--- src/rtl/matrix_stream_loader.sv ---
// matrix_stream_loader: streams matrix A then B over valid/ready, packs them and strobes load_n
module matrix_stream_loader #(
    parameter int A_ROW = 2,
    parameter int A_COL = 2,
    parameter int B_ROW = 2,
    parameter int B_COL = 2,
    parameter int A_LEN = A_ROW*A_COL*8,
    parameter int B_LEN = B_ROW*B_COL*8
) (
    input  logic             clk,
    input  logic             rst,
    input  logic             start,
    input  logic [7:0]       in_data,
    input  logic             in_valid,
    input  logic             in_last,
    output logic             in_ready,
    output logic [A_LEN-1:0] a,
    output logic [B_LEN-1:0] b,
    output logic             load_n,
    output logic             busy,
    output logic             done,
    output logic             err
);
    localparam int A_N = A_ROW*A_COL;
    localparam int B_N = B_ROW*B_COL;
    localparam int MAX_N = (A_N > B_N) ? A_N : B_N;
    localparam int CW = $clog2(MAX_N + 1);
    typedef enum logic [2:0] {IDLE, LOAD_A, LOAD_B, PRESENT, DONE} state_t;
    state_t           state_q, state_d;
    logic [A_LEN-1:0] a_q, a_d;
    logic [B_LEN-1:0] b_q, b_d;
    logic [CW-1:0]    cnt_q, cnt_d;
    logic             err_q, err_d;
    logic             in_ready_q, in_ready_d;
    logic             load_n_q, load_n_d;
    logic             busy_q, busy_d;
    logic             done_q, done_d;
    logic             xfer;
    assign xfer     = in_valid && in_ready_q;
    assign in_ready = in_ready_q;
    assign a        = a_q;
    assign b        = b_q;
    assign load_n   = load_n_q;
    assign busy     = busy_q;
    assign done     = done_q;
    assign err      = err_q;
    // next-state, packing and error tracking; outputs are decoded from the next state so they register with it
    always_comb begin
        state_d = state_q;
        a_d     = a_q;
        b_d     = b_q;
        cnt_d   = cnt_q;
        err_d   = err_q;
        case (state_q)
            IDLE, DONE: begin
                if (start) begin
                    if (A_COL != B_ROW) begin
                        err_d = 1'b1;
                    end else begin
                        a_d     = '0;
                        b_d     = '0;
                        cnt_d   = '0;
                        err_d   = 1'b0;
                        state_d = LOAD_A;
                    end
                end
            end
            LOAD_A: begin
                if (xfer) begin
                    a_d[8*(A_N-1-int'(cnt_q)) +: 8] = in_data;
                    err_d = err_q | in_last;
                    if (cnt_q == CW'(A_N-1)) begin
                        cnt_d   = '0;
                        state_d = LOAD_B;
                    end else begin
                        cnt_d = cnt_q + CW'(1);
                    end
                end
            end
            LOAD_B: begin
                if (xfer) begin
                    b_d[8*(B_N-1-int'(cnt_q)) +: 8] = in_data;
                    if (cnt_q == CW'(B_N-1)) begin
                        err_d   = err_q | ~in_last;
                        cnt_d   = '0;
                        state_d = PRESENT;
                    end else begin
                        err_d = err_q | in_last;
                        cnt_d = cnt_q + CW'(1);
                    end
                end
            end
            PRESENT: state_d = DONE;
            default: state_d = IDLE;
        endcase
        in_ready_d = (state_d == LOAD_A) || (state_d == LOAD_B);
        load_n_d   = state_d != PRESENT;
        busy_d     = (state_d == LOAD_A) || (state_d == LOAD_B) || (state_d == PRESENT);
        done_d     = state_d == DONE;
    end
    // state and registered outputs; reset drops any partial load at once
    always_ff @(posedge clk or negedge rst) begin
        if (!rst) begin
            state_q    <= IDLE;
            a_q        <= '0;
            b_q        <= '0;
            cnt_q      <= '0;
            err_q      <= 1'b0;
            in_ready_q <= 1'b0;
            load_n_q   <= 1'b1;
            busy_q     <= 1'b0;
            done_q     <= 1'b0;
        end else begin
            state_q    <= state_d;
            a_q        <= a_d;
            b_q        <= b_d;
            cnt_q      <= cnt_d;
            err_q      <= err_d;
            in_ready_q <= in_ready_d;
            load_n_q   <= load_n_d;
            busy_q     <= busy_d;
            done_q     <= done_d;
        end
    end
endmodule

--- config.mk ---
export PLATFORM = sky130hd
export DESIGN_NAME = matrix_stream_loader
export DESIGN_NICKNAME = d
export VERILOG_FILES = /design/src/rtl/matrix_stream_loader.sv
export SDC_FILE = /design/constraint.sdc
export NUM_CORES = 1
export LEC_CHECK = 0
export BUFFER_PORTS_ARGS = -buffer_cell sky130_fd_sc_hd__buf_4
export CAP_MARGIN = 15
export CORE_ASPECT_RATIO = 1.1
export CORE_MARGIN = 2
export CORE_UTILIZATION = 50
export CTS_BUF_LIST = sky130_fd_sc_hd__clkbuf_16
export DETAILED_ROUTE_END_ITERATION = 12
export HOLD_SLACK_MARGIN = 0.15
export PLACE_DENSITY = 0.76
export SLEW_MARGIN = 20
export SYNTH_ARGS = -nofsm -noshare
export SYNTH_HDL_FRONTEND = slang
export SYNTH_SLANG_ARGS = --single-unit
export TNS_END_PERCENT = 100
--- constraint.sdc ---
create_clock -name clk -period 4.19 [get_ports clk]
set_input_delay 0.419 -clock clk [delete_from_list [all_inputs] [get_ports clk]]
set_output_delay 0.419 -clock clk [all_outputs]
set_load 0.01 [all_outputs]
==> summary.md, run 1 <==
| Metric | Value |
|---|---|
| Number of synthesized flops with an enable pin | `0` |
| Placer congestion estimate | `0.951` |
| Setup total negative slack | `0 ns` |
| Clock network latency to the later pin of the worst-skew pair | `0.33 ns` |
| Ant. Diodes | `0` |
| Arrival time of the worst setup path | `2.71 ns` |
| Total power per unit cell area | `623 nW/um2` |
| Post-synth design cell area | `3070 um2` |
| Drt wl/cell | `19.1 um` |
| DRC errors left | `0` |
| Leak pwr | `1.93 nW` |
| Buffer cell driving the clock tree root | `clkbuf_16` |
| Relative slew slack | `38.9%` |
| Syn nets | `253` |
| Number of hold-slack violations in the final timing report | `0` |
| Final net count | `340` |
| Count of cells resized by post-cts repair | `0` |
| Post-synthesis instance total | `233` |
| Gr ovfl total | `0` |
| Area grow syn2layout | `31.8%` |
| Number of sinks on the clock net | `75` |
| Minimum period implied by the final worst setup slack | `2.48 ns` |
| Most frequent cells after synthesis | `dfrtp_1, o2bb2ai_1, nand2_1` |
| Number of failing setup endpoints in the final timing report | `0` |
| Launching instance or port of the critical path | `cnt_q[0]` |
| Run status | `complete, no violations` |
| Element type at the critical path start | `flip-flop` |
| Worst path required time | `4.43 ns` |
| Final clock period utilization by the worst path | `59.1%` |
| HPWL after detailed placement | `5.29 mm` |
| Sum of internal, switching and leakage power | `2.52 mW` |
| Average vias per placed instance | `5.84` |
| Number of synthesized register bits | `75` |
| Starting Density | `52.5%` |
| Max-cap violations | `0` |
| Buffer levels on the longest clock path | `2` |
| Unrepaired setup endpoints after global routing | `no` |
| Total routed wirelength | `7.66 mm` |
| Start-to-end type of the worst setup path | `reg -> reg` |
| Number of global-route vias before repair | `2411` |
| Area of the die | `6780 um2` |
| Die width | `78.7 um` |
| Count of different cell masters after synthesis | `41` |
| Number of vias after detailed routing | `2346` |
| Detailed-routing iteration count for the pre-antenna-repair pass | `4` |
| Most area-consuming cells after synthesis | `dfrtp_1, o2bb2ai_1, a22o_1` |
| Cell type contributing the most total cell area after synthesis | `dfrtp_1` |
| Transition time at the pin with the least slew margin | `0.916 ns` |
| CTS H-Tree Depth | `3` |
| Ys flop type | `dfrtp_1` |
| Number of top-level pins | `82` |
| R2r startpoint | `cnt_q[0]` |
| Place WS | `1.77 ns` |
| Part of the Yosys area used for sequential elements | `61.2%` |
| Final critical-path setup slack | `1.71 ns` |
| Hold Slack | `0.206 ns` |
| First-pass GRT wire length | `12.6 mm` |
| Count of final max-slew check failures | `0` |
| Nature of the critical path endpoint | `flip-flop` |
| Post-route clock skew | `0.00699 ns` |
| Clock buffers created by TritonCTS | `9` |
| Buffers on Ports | `81` |
| Total of warnings raised by yosys | `0` |
| Violation count after the first detailed-route iteration | `117` |
| Hold-fix buffers at CTS | `0` |
| Global-route usage over all layers | `24.4%` |
| Share of flip-flops with an asynchronous set or reset | `100%` |
| Worst vdd rail ir drop | `0.374 mV` |
| Number of rows created at floorplan | `29` |
| Worst Path Max Fanout | `9` |
| Area share of the leading cell type in the synthesized netlist | `60.3%` |
| TritonCTS clock tree | `built` |
| Post-detailed-route count of antenna-violating nets | `0` |
| Synthesized area divided by synthesized cell count | `13.2 um2` |
| Y dimension of the die | `86.2 um` |
| Number of antenna violations at the first check in global routing | `0` |
| Proportion of layout cells with a drive suffix above 1 | `32.6%` |
| Pin count of the biggest net entering global routing | `76` |
| Floorplan Core Area | `5840 um2` |
| Clock transition at path regs | `0.06 ns` |
| Cell with the most instances after synthesis | `dfrtp_1` |
| Achievable Freq | `0.404 GHz` |
| Post-CTS repair timing setup buffer count | `0` |
| Worst min-delay path category | `in -> async` |
==> final cells by class <==
type / count / area (um2)
Fill cell: 445 / 1800
Sequential cell: 75 / 1880
Clock inverter: 7 / 70.1
Multi-Input combinational cell: 148 / 1150
Inverter: 5 / 18.8
Timing Repair Buffer: 81 / 608
Tap cell: 77 / 96.3
Clock buffer: 9 / 225
==> report_power, final <==
group	leakage, nW	internal, mW	switching [mW]
combinational	0.763	0.320	0.516
clock	0.145	0.459	0.291
sequential	1.02	0.830	0.104
==> worst max-delay path, stage by stage, from the launching register on <==
cell and delay, ns:
dfrtp_1 0.53, ha_1 0.23, inv_1 0.07, ha_1 0.30, or4b_1 0.54, nor3_4 0.27
nand2_2 0.19, o2bb2ai_1 0.25
==> flip-flops by register name (all words and copies together) (netlist names) <==
register	cells
cnt_q	3
b	32
in_ready	1
a	32
done	1
busy	1
load_n	1
err	1
state_q	3
==> kinds of logic after synthesis <==
kind of cell    after synthesis  synth area share, %
simple gates                 53                 10.7
buf+inv                      10                 1.35
fa+ha+maj                     7                 2.85
flops                        75                 61.2
compound gates               84                 22.5
xor+xnor                      1                0.285
mux                           3                 1.06
==> path summary, 6_finish.rpt <==
check | to | slack (ns) | cells after the start
max | b[26] | 1.71 | 7
min | err | 0.21 | 1
max reg2reg | b[26] | 1.71 | 7
min reg2reg | b[24] | 0.49 | 1
max in group asynchronous | b[22] | 3.37 | 1
min in group clk | a[1] | 0.33 | 2
==> stage by stage <==
| stage | std cells | instance area [um2] | util [%] |
|---|---|---|---|
| 6_report | 402 | 4050 | 69.3 |
| 5_1_grt | 402 | 4050 | 69.3 |
| 4_1_cts | 402 | 4050 | 69.3 |
| 3_5_place_dp | 386 | 3750 | 64.2 |
| 3_3_place_gp | 386 | 3750 | 64.2 |
| 2_1_floorplan | 233 | 3070 | - |
==> layer usage <==
metal / global-route usage [%] / part of all wire, %
met1: 33.5 / 44
met2: 37.2 / 47
met3: 7.40 / 6.6
met4: 8.93 / 2.1
met5: 0 / 0
==> cell usage in the layout, fill, tap and decap left out, types with 2 or more instances in the layout <==
master and instances:
a211oi_1 2, a21oi_1 4, a22o_1 16, a32o_1 2
buf_4 81, clkbuf_16 9, clkinvlp_4 2, dfrtp_1 74
ha_1 7, inv_1 7, mux2_2 2, nand2_1 20
nand2_2 2, nand2b_1 3, nand3_1 2, nand4b_1 2
nor2_1 5, nor2b_1 3, nor3b_1 2, nor4_4 2
o21ai_0 3, o21ai_1 4, o21ai_2 2, o2bb2ai_1 48
Note: power is estimated with default switching activity, not from simulation.
==> run 2, diff against run 1 <==
- ABC_AREA: default -> 1
- CORE_UTILIZATION: 50 -> 48
- PLACE_DENSITY: 0.76 -> 0.75
- clock period: 4.19 -> 2 ns (I/O delays scaled with it)
==> run 2 against run 1 <==
Compared with the run above: the run now ends with design-rule violations left; total power grew 120%; clock power up 97%; register-to-register slack got worse by 1.6 ns; largest cell class unchanged; largest power group is now combinational cells; highest routed layer unchanged.
==> summary.md, run 2 <==
| Metric | Value |
|---|---|
| Detailed-routing iteration count for the pre-antenna-repair pass | `10` |
| Clock network latency to the later pin of the worst-skew pair | `0.34 ns` |
| Sum of internal, switching and leakage power | `5.60 mW` |
| Start-to-end type of the worst setup path | `reg -> reg` |
| Die width | `85.9 um` |
| Number of sinks on the clock net | `75` |
| Proportion of layout cells with a drive suffix above 1 | `25.8%` |
| Number of vias after detailed routing | `3313` |
| Number of antenna violations at the first check in global routing | `0` |
| Buffer cell driving the clock tree root | `clkbuf_16` |
| Xor-xnor portion of the synthesized cell area | `0%` |
| Worst vdd rail ir drop | `0.805 mV` |
| Total routed wirelength | `9.25 mm` |
| Post-route clock skew | `0.00844 ns` |
| Worst min-delay path category | `in -> reg` |
| Number of cells after detailed placement | `628` |
| Total non-filler cell area in the finished layout | `4670 um2` |
| Clock buffers created by TritonCTS | `9` |
| Final clock period utilization by the worst path | `95.9%` |
| Number of failing setup endpoints in the final timing report | `0` |
| CTS H-Tree Depth | `3` |
| Place WS | `0.0697 ns` |
| Leading cell type in the layout, fill and taps excluded | `nand2_1` |
| Starting Density | `49.9%` |
| Transition time at the pin with the least slew margin | `0.473 ns` |
| Nature of the critical path endpoint | `flip-flop` |
| Count of final max-slew check failures | `0` |
| HPWL after detailed placement | `6.65 mm` |
| Most area-consuming cells after synthesis | `dfrtp_1, nand2_1, nand3_1` |
| Leak pwr | `2.70 nW` |
| Part of the Yosys area used for sequential elements | `53.1%` |
| Drt wl/cell | `14.3 um` |
| Placer congestion estimate | `0.893` |
| Ys flop type | `dfrtp_1` |
| Max-cap violations | `0` |
| Run status | `finished, violations left` |
| Mux cell area share after synthesis | `0%` |
| Post-synthesis instance total | `455` |
| DRC errors left | `8` |
| Floorplan Core Area | `7090 um2` |
| Number of synthesized register bits | `75` |
| Register-to-register setup slack | `0.08 ns` |
| Y dimension of the die | `94.1 um` |
| Final critical-path setup slack | `0.0818 ns` |
| Number of hold-slack violations in the final timing report | `0` |
| Cell type contributing the most total cell area after synthesis | `dfrtp_1` |
| Clock transition at path regs | `0.06 ns` |
| Count of different cell masters after synthesis | `23` |
| Share of the synthesized area in compound gates (AO/OA/AOI/OAI) | `1.87%` |
| Syn nets | `475` |
| Achievable Freq | `0.521 GHz` |
| Area share of the leading cell type in the synthesized netlist | `52.3%` |
| Number of synthesized flops with an enable pin | `0` |
| Area grow syn2layout | `32.0%` |
| Area of the die | `8080 um2` |
| Worst path required time | `2.22 ns` |
| TritonCTS clock tree | `built` |
| Post-synth design cell area | `3540 um2` |
| Cell with the most instances after synthesis | `nand2_1` |
| Post-detailed-route count of antenna-violating nets | `0` |
| Element type at the critical path start | `flip-flop` |
| Relative slew slack | `68.4%` |
| Final net count | `577` |
| First-pass GRT wire length | `15.1 mm` |
| Post-layout instance count excluding filler cells | `647` |
| Arrival time of the worst setup path | `2.14 ns` |
| Hold Slack | `0.169 ns` |
| Buffers on Ports | `81` |
| Adder and majority gate portion of the synthesized area | `2.48%` |
| Gr ovfl total | `0` |
| Share of flip-flops with an asynchronous set or reset | `100%` |
| Violation count after the first detailed-route iteration | `257` |
| Buffer levels on the longest clock path | `2` |
| Synthesized area divided by synthesized cell count | `7.78 um2` |
| Total power per unit cell area | `1200 nW/um2` |
| Number of global-route vias before repair | `3143` |
| Global-route usage over all layers | `24.0%` |
| Top library cells by usage in the layout, fill and taps aside | `nand2_1, buf_4, dfrtp_1, nor2_1, nand3_1` |
| Worst Path Max Fanout | `8` |
| Number of top-level pins | `82` |
| Average vias per placed instance | `5.12` |
| Minimum period implied by the final worst setup slack | `1.92 ns` |
| Violated checks | `design-rule violations` |
| Total cell area at the placement stage | `4330 um2` |
| Main combinational cell family by area after synthesis | `simple AND/OR/NAND/NOR gates` |
| Pin count of the biggest net entering global routing | `36` |
| Ant. Diodes | `0` |
| Most frequent cells after synthesis | `nand2_1, dfrtp_1, nor2_1` |
| Total of warnings raised by yosys | `0` |
| Number of rows created at floorplan | `32` |
| Simple logic cell fraction of the synthesized area | `37.0%` |
==> run 2: worst max-delay path, stage by stage (launching register included) <==
cell and delay [ns]:
dfrtp_1 0.44, buf_4 0.16, nand3_1 0.13, inv_1 0.07
ha_1 0.22, nor2_4 0.14, nand2_1 0.07, inv_1 0.10
nand2_4 0.10, nand2_1 0.09, nand2_2 0.12, nand2_1 0.11
nand2_1 0.07
==> run 2: final timing paths <==
path	from	end	cells past startpoint
max	cnt_q[0]	a[16]	12
min	start	state_q[0]	3
max reg2reg	cnt_q[0]	a[16]	12
min reg2reg	b[26]	b[26]	2
max in group asynchronous	rst	a[31]	3
min in group asynchronous	rst	b[10]	2
==> run 2: timing repair <==
item                                    4_1_cts  5_1_grt
endpoints found under the hold margin        33        0
gates resized for setup                       0       11
endpoints found under the setup margin        0       48
setup buffers                                 0        1
hold buffers                                  1        0
==> run 2: routing by layer <==
metal	routed length, um	track usage, %	share of wire [%]
met1	3900	31.3	42
met2	4450	38.8	48
met3	679	5.27	7.3
met4	214	9.52	2.3
met5	0	0	0
==> run 2: per-stage QoR <==
| stage | TNS (ns) | util (%) |
|---|---|---|
| after floorplan | 0 | - |
| after global placement | 0 | 61.1 |
| after detailed placement | 0 | 61.1 |
| after CTS | 0 | 65.0 |
| after global routing | -0.0214 | 65.9 |
| final | 0 | 65.9 |
==> run 2: where the power goes <==
part	leakage, nW	total, mW	internal (mW)	switching [mW]
registers	1.02	1.95	1.76	0.192
logic	1.55	2.17	0.770	1.40
clock network	0.133	1.48	0.834	0.643
==> run 2: layout make-up <==
cell class	instances	area (um2)
fillers	601	2420
clock buffers	9	225
flip-flops and latches	75	1880
repair inverters	1	7.51
well taps	85	106
inverters	38	146
clock inverters	7	43.8
repair buffers	99	758
multi-input cells	333	1500
==> run 2: cells by family (layout without fill, tap and decap cells) <==
logic type,Yosys count,in the layout
AND/OR/NAND/NOR,315,315
buffers and inverters,47,154
AO/OA/AOI/OAI,11,11
adder cells (fa/ha/maj),7,7
flip-flops,75,75
